--- src/rtl/fp_mac_pkg.sv ---
// Types and format constants shared by the dot-product sequencer and its MAC.
package fp_mac_pkg;

    typedef enum logic [1:0] {
        IDLE  = 2'd0,
        ACCUM = 2'd1,
        WAIT  = 2'd2,
        DONE  = 2'd3
    } state_t;

    localparam int FP32_SIGN_W = 1;
    localparam int FP32_EXP_W  = 8;
    localparam int FP32_MANT_W = 23;
    localparam int BF16_SIGN_W = 1;
    localparam int BF16_EXP_W  = 8;
    localparam int BF16_MANT_W = 7;
    localparam int FP16_SIGN_W = 1;
    localparam int FP16_EXP_W  = 5;
    localparam int FP16_MANT_W = 10;

    localparam logic [15:0] FP_ZERO  = 16'h0000;
    localparam logic [15:0] BF16_ONE = 16'h3F80;

endpackage

--- src/rtl/mac_unit.sv ---
// Combinational fused multiply-add: mac_out = in_a*in_b + in_c, round-to-nearest-even.
// Subnormals are flushed to zero; NaN results are a single canonical quiet NaN.
module mac_unit #(
    parameter int BIT_WIDTH               = 16,
    parameter int EXP_WIDTH               = 8,
    parameter int MANT_WIDTH              = 7,
    parameter int TRUNC_MANTISSA_MBM_BITS = 0
) (
    input  logic [BIT_WIDTH-1:0] in_a,
    input  logic [BIT_WIDTH-1:0] in_b,
    input  logic [BIT_WIDTH-1:0] in_c,
    output logic [BIT_WIDTH-1:0] mac_out
);
    localparam int M    = MANT_WIDTH;
    localparam int PW   = 2 * (M + 1);
    localparam int XW   = 2 * PW + 1;
    localparam int BIAS = (1 << (EXP_WIDTH - 1)) - 1;
    localparam int EMAX = (1 << EXP_WIDTH) - 1;
    localparam logic [M-1:0] TMASK = {M{1'b1}} << TRUNC_MANTISSA_MBM_BITS;

    logic                 sa, sb, sc, sp, sr, za, zb, zc, ia, ib, ic, na, nb, nc;
    logic [EXP_WIDTH-1:0] ea, eb, ec;
    logic [M-1:0]         fa, fb, fc, mant;
    logic [PW-1:0]        mp, mc;
    logic [XW-1:0]        xp, xc, r, norm;
    logic                 guard, sticky, lost, carry;
    int                   ep, ecx, emx, d, p, e_res;

    always_comb begin
        {sa, ea, fa} = in_a;
        {sb, eb, fb} = in_b;
        {sc, ec, fc} = in_c;
        za = (ea == '0);  zb = (eb == '0);  zc = (ec == '0);
        ia = (ea == '1) && (fa == '0);  na = (ea == '1) && (fa != '0);
        ib = (eb == '1) && (fb == '0);  nb = (eb == '1) && (fb != '0);
        ic = (ec == '1) && (fc == '0);  nc = (ec == '1) && (fc != '0);
        sp = sa ^ sb;

        // Both significands carry 2M fraction bits so product and addend share a scale.
        mp  = PW'({1'b1, fa & TMASK}) * PW'({1'b1, fb & TMASK});
        mc  = PW'({1'b1, fc}) << M;
        ep  = int'(ea) + int'(eb) - BIAS;
        ecx = zc ? ep : int'(ec);
        xp  = {1'b0, mp, {PW{1'b0}}};
        xc  = zc ? '0 : {1'b0, mc, {PW{1'b0}}};

        emx  = (ep >= ecx) ? ep : ecx;
        d    = (ep >= ecx) ? ep - ecx : ecx - ep;
        lost = 1'b0;
        if (ep >= ecx) begin
            if (d >= XW) begin lost = |xc; xc = '0; end
            else begin lost = |(xc & ((XW'(1) << d) - XW'(1))); xc = xc >> d; end
            xc[0] = xc[0] | lost;
        end else begin
            if (d >= XW) begin lost = |xp; xp = '0; end
            else begin lost = |(xp & ((XW'(1) << d) - XW'(1))); xp = xp >> d; end
            xp[0] = xp[0] | lost;
        end

        if (sp == sc)     begin r = xp + xc; sr = sp; end
        else if (xp >= xc) begin r = xp - xc; sr = sp; end
        else              begin r = xc - xp; sr = sc; end

        p = 0;
        for (int i = 0; i < XW; i++) if (r[i]) p = i;
        e_res  = p + emx - 2 * M - PW;
        norm   = r << (XW - 1 - p);
        mant   = norm[XW-2 -: M];
        guard  = norm[XW-2-M];
        sticky = |norm[XW-3-M:0];
        {carry, mant} = {1'b0, mant} + (M+1)'(guard & (sticky | mant[0]));
        if (carry) e_res = e_res + 1;

        if (na || nb || nc || ((ia || ib) && (za || zb)) || ((ia || ib) && ic && (sp != sc)))
            mac_out = {1'b0, {EXP_WIDTH{1'b1}}, 1'b1, {(M-1){1'b0}}};
        else if (ia || ib)
            mac_out = {sp, {EXP_WIDTH{1'b1}}, {M{1'b0}}};
        else if (ic)
            mac_out = {sc, {EXP_WIDTH{1'b1}}, {M{1'b0}}};
        else if (za || zb)
            mac_out = zc ? {sp & sc, {(BIT_WIDTH-1){1'b0}}} : in_c;
        else if (r == '0)
            mac_out = '0;
        else if (e_res >= EMAX)
            mac_out = {sr, {EXP_WIDTH{1'b1}}, {M{1'b0}}};
        else if (e_res <= 0)
            mac_out = {sr, {(BIT_WIDTH-1){1'b0}}};
        else
            mac_out = {sr, EXP_WIDTH'(e_res), mant};
    end
endmodule

--- src/rtl/fp_dot_seq.sv ---
// Streams element pairs through one MAC, accumulating a dot product of length len.
// Define FP_DOT_SEQ_MAC_PIPE_REG_EN to register the MAC output (one element per 2 cycles).
module fp_dot_seq
    import fp_mac_pkg::*;
#(
    parameter int BIT_WIDTH               = 16,
    parameter int EXP_WIDTH               = 8,
    parameter int MANT_WIDTH              = 7,
    parameter int TRUNC_MANTISSA_MBM_BITS = 0,
    parameter int LEN_WIDTH               = 9
) (
    input  logic                 clk,
    input  logic                 rst,
    input  logic                 start,
    input  logic [LEN_WIDTH-1:0] len,
    input  logic [BIT_WIDTH-1:0] init_acc,
    input  logic                 abort,
    output logic                 busy,
    input  logic                 in_valid,
    output logic                 in_ready,
    input  logic [BIT_WIDTH-1:0] in_a,
    input  logic [BIT_WIDTH-1:0] in_b,
    output logic                 out_valid,
    input  logic                 out_ready,
    output logic [BIT_WIDTH-1:0] out_data
);
    state_t               state_q, state_d;
    logic [BIT_WIDTH-1:0] acc_q, acc_d, mac_out;
    logic [LEN_WIDTH-1:0] cnt_q, cnt_d, len_q, len_d;
`ifdef FP_DOT_SEQ_MAC_PIPE_REG_EN
    logic [BIT_WIDTH-1:0] mac_q, mac_d;
`endif

    mac_unit #(
        .BIT_WIDTH              (BIT_WIDTH),
        .EXP_WIDTH              (EXP_WIDTH),
        .MANT_WIDTH             (MANT_WIDTH),
        .TRUNC_MANTISSA_MBM_BITS(TRUNC_MANTISSA_MBM_BITS)
    ) u_mac (
        .in_a   (in_a),
        .in_b   (in_b),
        .in_c   (acc_q),
        .mac_out(mac_out)
    );

    always_comb begin
        state_d   = state_q;
        acc_d     = acc_q;
        cnt_d     = cnt_q;
        len_d     = len_q;
        in_ready  = 1'b0;
        out_valid = 1'b0;
`ifdef FP_DOT_SEQ_MAC_PIPE_REG_EN
        mac_d     = mac_q;
`endif
        case (state_q)
            IDLE: if (start) begin
                acc_d = init_acc;
                if (len != '0) begin
                    len_d   = len;
                    cnt_d   = '0;
                    state_d = ACCUM;
                end else begin
                    state_d = DONE;
                end
            end
            ACCUM: begin
                in_ready = 1'b1;
                if (in_valid) begin
                    cnt_d = cnt_q + LEN_WIDTH'(1);
`ifdef FP_DOT_SEQ_MAC_PIPE_REG_EN
                    mac_d   = mac_out;
                    state_d = WAIT;
`else
                    acc_d = mac_out;
                    if (cnt_q == len_q - LEN_WIDTH'(1)) state_d = DONE;
`endif
                end
            end
`ifdef FP_DOT_SEQ_MAC_PIPE_REG_EN
            // cnt already counts the element just multiplied.
            WAIT: begin
                acc_d   = mac_q;
                state_d = (cnt_q == len_q) ? DONE : ACCUM;
            end
`endif
            DONE: begin
                out_valid = 1'b1;
                if (out_ready) state_d = IDLE;
            end
            default: state_d = IDLE;
        endcase
        if (abort) begin
            state_d = IDLE;
            acc_d   = '0;
            cnt_d   = '0;
        end
    end

    always_ff @(posedge clk or posedge rst) begin
        if (rst) begin
            state_q <= IDLE;
            acc_q   <= '0;
            cnt_q   <= '0;
            len_q   <= '0;
`ifdef FP_DOT_SEQ_MAC_PIPE_REG_EN
            mac_q   <= '0;
`endif
        end else begin
            state_q <= state_d;
            acc_q   <= acc_d;
            cnt_q   <= cnt_d;
            len_q   <= len_d;
`ifdef FP_DOT_SEQ_MAC_PIPE_REG_EN
            mac_q   <= mac_d;
`endif
        end
    end

    assign busy     = (state_q != IDLE);
    assign out_data = acc_q;

endmodule

--- config.mk ---
export PLATFORM = sky130hd
export DESIGN_NAME = fp_dot_seq
export DESIGN_NICKNAME = d
export VERILOG_FILES = /design/src/rtl/fp_mac_pkg.sv /design/src/rtl/mac_unit.sv /design/src/rtl/fp_dot_seq.sv
export SDC_FILE = /design/constraint.sdc
export NUM_CORES = 1
export LEC_CHECK = 0
export ABC_AREA = 1
export BUFFER_PORTS_ARGS = -buffer_cell sky130_fd_sc_hd__buf_2
export CAP_MARGIN = 20
export CORE_UTILIZATION = 35
export DETAILED_ROUTE_END_ITERATION = 7
export SLEW_MARGIN = 40
export SYNTH_ARGS = -nofsm -noshare
export SYNTH_HDL_FRONTEND = slang
export SYNTH_SLANG_ARGS = --single-unit
--- constraint.sdc ---
create_clock -name clk -period 32.1 [get_ports clk]
set_input_delay 4.815 -clock clk [delete_from_list [all_inputs] [get_ports clk]]
set_output_delay 4.815 -clock clk [all_outputs]
set_load 0.1 [all_outputs]
# Yosys cells after proc, flatten, opt, wreduce, memory -nomap -nowiden
# Cells that the tools add are included.
[word_totals]
register_bits = 36
elab_cells = 171
in_bits = 63
output_inout_bits = 19
[classes]
n_shift = 4
bitwise_logic = 8
reduce_logical = 39
add_sub_neg = 16
order_cmp = 5
multipliers = 1
muxes = 77
eq_ne = 16
[ops]
columns = ["op", "n"]
rows = [
  ["2-to-1 mux 33 bit", 8],
  ["2-to-1 mux 16 bit", 9],
  ["2-to-1 mux 32 bit", 4],
  ["OR reduction 33 bit", 3],
  ["2-to-1 mux 5 bit", 16],
  ["subtractor 33 bit", 2],
  ["subtractor 32 bit", 2],
  ["2-to-1 mux 9 bit", 4],
  ["adder 33 bit", 1],
  ["AND 32 x 33 -> 33 bit", 1],
  ["AND 33 bit", 1],
  [">= comparator 33 bit", 1],
  ["logical NOT 33 bit", 1],
  ["<< shifter 1 x 32 -> 33 bit, first input constant", 1],
  ["<< shifter 33 x 32 -> 32 bit", 1],
  ["right shift 32 x 32 -> 33 bit", 1],
  ["right shift 33 x 32 -> 33 bit", 1],
  ["subtractor 33 x 1 -> 33 bit, second input constant", 1],
  ["adder 32 x 2 -> 32 bit, second input constant", 1],
  ["adder 7 x 32 -> 32 bit", 1],
  [">= comparator 32 bit", 1],
  [">= comparator 32 x 7 -> 1 bit, second input constant", 1],
  [">= comparator 32 x 9 -> 1 bit, second input constant", 1],
  ["less-or-equal comparator 32 x 1 -> 1 bit, second input constant", 1],
  ["47 further kinds", 102],
]

# Logic depth before layout (Yosys ltp)
[depth]
depth_word = 66
ltp_mapped = 124

# By module
# Synthesis repeated with hierarchy kept, for this count alone.
[unflattened]
cells_unflattened = 3792
hier_area_um2 = 20500.9
[by_module_without_submodules]
columns = ["module", "seq_area_each_um2", "n_inst", "area_per_inst_um2", "cells_each"]
rows = [
  ["mac_unit", 0.0, 1, 18258.8, 3470],
  ["fp_dot_seq", 900.9, 1, 2242.2, 322],
]

# Worst setup path before layout
# Ideal clock, no wire load.
[synth_timing]
kind = "input -> register"
start = "input in_a[1]"
end = "register acc_q[12] (netlist: out_data[12])"
required_ns = 31.980
slack_ns = 15.039
arrival_ns = 16.941
path_buffers = 3
cell_stages = 101
setup_time_ns = 0.120
path_cell_list = "clkbuf_1 nand2_1 inv_1 fa_1 fa_1 inv_1 fa_1 fa_1 inv_1 ha_1 inv_1 o21bai_1 a21oi_1 o21bai_1 a21oi_1 o21ai_0 a21oi_1 o21bai_1 (+65 left out) nor4_1 nand3_1 xor2_1 nand3_1 nand2_1 inv_2 nand2_1 nor2_1 nand2_1 nor2_4 nand3_2 nand2_2 buf_6 nand2_1 nand2_1 nand2_1 nand2_1 nand2_1"
[synth_via]
elab_chain_len = 60
elab_cells_between_ends = 87
cone_classes = "add/sub (9); mul (1); order compare (3); eq/ne (1); shift (2); mux (50); bitwise (4); reduce/logical (17)"
[synth_lines]
columns = ["element", "line", "rtl"]
rows = [
  ["from (decl)", "fp_dot_seq.sv:21", "input logic [BIT_WIDTH-1:0] in_a,"],
  ["branches (longest 60 deep; another with subtractor 33 bit)", "--", ""],
  ["to (signal assigned)", "fp_dot_seq.sv:103", "acc_q <= '0;"],
  ["to (signal assigned)", "fp_dot_seq.sv:111", "acc_q <= acc_d;"],
  ["to (decl)", "fp_dot_seq.sv:28", "logic [BIT_WIDTH-1:0] acc_q, acc_d, mac_out;"],
]
# Parallel ways; which one is timed is not known. The select of a mux whose other input is x is not followed.
# A chain may end at the register's enable or synchronous reset.

# Worst setup path after layout
[layout_timing]
start = "input in_a[7]"
end = "register acc_q[10] (netlist: out_data[10])"
[layout_via]
elab_chain_len = 66
elab_cells_between_ends = 106
cone_classes = "add/sub (14); order compare (5); eq/ne (2); shift (4); mux (58); bitwise (6); reduce/logical (17)"
[layout_lines]
columns = ["element"]
rows = [
  ["branches (longest 66 deep; another with subtractor 33 x 1 -> 33 bit)"],
]
# Parallel ways; which one is timed is not known. The select of a mux whose other input is x is not followed.

==> results_dict.tcl <==
set metrics [dict create \
    die-area_sq_um 57400 \
    port_buffers 81 \
    cts.htree.levels 2 \
    clock_skew_ps 5.22 \
    first_iter_violations 2186 \
    drc 0 \
    post-cts-setup-buffer-count 0 \
    path_clk_slew_ps 60 \
    vias_per_cell 5.32 \
    top_usage_layer "met2" \
    grt_max_degree 43 \
    reg2reg_slack_ps 14550 \
    worst-setup-path-type "in2reg" \
    yosys_warnings 0 \
    grtUsageTotal_pct 24.6 \
    hold_class "reg2reg" \
    fill_cells 6300 \
    grt_use_met1_pct 34.1 \
    syn_area_per_cell_sq_um 5.50 \
    hold_path.startpoint "cnt_q[6]" \
    arrival_ps 22270 \
    gp_congestion 1.04 \
    yosysSeqAreaShare_pct 4.56 \
    yosysTopAreaCell "nand2_1" \
    fin_nets 3837 \
    vias 22900 \
    cts_buffers 5 \
    synth_seq_cells 36 \
    cap_violations 0 \
    area_growth_pct 4.50 \
    start_util_pct 35.6 \
    cpPeakStageDelay_ps 620 \
    critical_path_required_ps 32280 \
    crit_start "in_a[7]" \
    drive_gt1_share_pct 7.60 \
    slew_headroom_pct 45.2 \
    drv_slew 0 \
    wl_per_cell_um 16.5 \
    synth-async-reset-ratio_pct 100 \
    r2r-start "out_data[9]" \
    synth_nets 3860 \
    cp_slowest_cell "o21ai_1" \
    worstMarginPinSlew_ps 812 \
    use_met2_pct 39.9 \
    antenna_found_initial 1 \
    ant_nets 0 \
    cp_max_fo 42 \
    synth-xor-area-share_pct 5.10 \
    io_pins 82 \
    grtUsageMet3_pct 2.39 \
    synth_compound_area_share_pct 17.8 \
    finalCriticalPeriod_ps 22100 \
    timing.critical_path.mode_cell "nand2_1" \
    first_global_vias 21300 \
    cts_tree "built" \
    fin_crit_sh_pct 68.8 \
    status "finished, final reports clean" \
    cts_hold_buf 0 \
    synth_most_common_cell "nand2_1" \
    cts_max_path_buffers 2 \
    synth_common_cells "906 x nand2_1, 584 x inv_1, 378 x nor2_1" \
    core_sq_um 55400 \
    cp-end-kind "flip-flop" \
    cts_num_sinks 36 \
    die_x_um 239 \
    synth.mux.area_fraction_pct 0.672 \
    rsz0062_at_grt "false" \
    die_y_um 239 \
    dr.pass1.iters 6 \
    grt_pass1_wl_um 114000 \
    setup_violations 0 \
    diodes 0 \
    synthCells 3586 \
    ys.flop_type "dfrtp_1" \
    hold_viol 0 \
    synthTopCellsByArea "nand2_1 17%, inv_1 11%, ha_1 11%" \
    rows 86 \
    place_hpwl_um 59600 \
    synth.distinct_cells 76 \
    clock_latency_ps 290 \
    setup_tns_ps 0 \
    wirelength_um 71200 \
    synth_top_family_by_area "simple AND/OR/NAND/NOR gates" \
    cts_resized 0 \
    synthesis.area_sq_um 19700 \
    globalRouteOverflowTotal 0 \
    synth-adder-area-share_pct 14.9 \
    root_buffer "clkbuf_16" \
    yosys.area_share.simple_pct 41.3 \
    synth_top_area_share_pct 17.2 \
    start_kind "input pin" \
    fmax_ghz 0.0453 \
    synth_edf_count 0 \
]
==> registers in the layout, indices dropped and copies added (netlist names) <==
signal,flops
len_q,9
out_data,16
cnt_q,9
state_q,2
==> final timing paths <==
path / cells past startpoint / endpoint
setup / recovery: 103 / out_data[10]
hold / removal: 1 / cnt_q[7]
setup reg to reg: 105 / out_data[10]
hold reg to reg: 1 / cnt_q[7]
max in group asynchronous: 3 / out_data[7]
min in group asynchronous: 3 / len_q[8]
==> critical path: cells and delay by family <==
| family | cells | cell delay [ps] |
|---|---|---|
| compound gates | 7 | 2050 |
| xor+xnor | 1 | 290 |
| fa+ha+maj | 6 | 1820 |
| buf+inv | 15 | 3160 |
| simple gates | 74 | 10050 |
==> logic make-up after synthesis <==
family,Yosys count
simple gates,1855
buf+inv,751
compound gates,606
fa+ha+maj,211
xor+xnor,114
flops,36
mux,13
==> stage by stage <==
| stage | instance area (sq um) | cells | worst slack, ps | util, % | hold slack, ps |
|---|---|---|---|---|---|
| after floorplan | 19700 | 3586 | 15040 | - | 425 |
| after CTS | 20600 | 4312 | 10400 | 37.2 | 464 |
| final | 20600 | 4312 | 10010 | 37.2 | 460 |
| after global routing | 20600 | 4312 | 8260 | 37.2 | 494 |
| after global placement | 20400 | 4304 | 9830 | 36.9 | 447 |
| after detailed placement | 20500 | 4304 | 10200 | 36.9 | 452 |
==> cell type report <==
cell class	count	area [sq um]	share of cell area, %
clock buffer	5	125	0.607
clock inverter	3	46.3	0.224
inverter	631	2380	11.5
multi-input combinational	2799	15800	76.5
sequential	36	901	4.37
tap	748	936	4.54
timing repair buffer	90	473	2.29
==> cells in the final DEF (no fill, tap or decap), types with 15 or more instances in the layout <==
| master | instances |
|---|---|
| nor3_1 | 49 |
| o21ai_1 | 40 |
| fa_1 | 41 |
| nor2_2 | 15 |
| nand2_2 | 53 |
| a21oi_1 | 213 |
| xor2_1 | 100 |
| ha_1 | 170 |
| nor4_1 | 24 |
| dfrtp_1 | 36 |
| buf_2 | 81 |
| nand3_1 | 306 |
| nor2_1 | 378 |
| nand4_1 | 55 |
| o211ai_1 | 16 |
| o21ai_0 | 188 |
| inv_2 | 36 |
| nand2_1 | 906 |
| inv_1 | 583 |
| o21a_1 | 19 |
==> metal layers <==
metal | vias up | routed length, um
li1 | 11500 | -
met1 | 10400 | 32700
met2 | 934 | 31000
met3 | 152 | 5130
met4 | 0 | 2410
met5 | - | 0
Power is not shown: default switching activity piles up to over one toggle a cycle in this logic, so the estimate is an artifact.
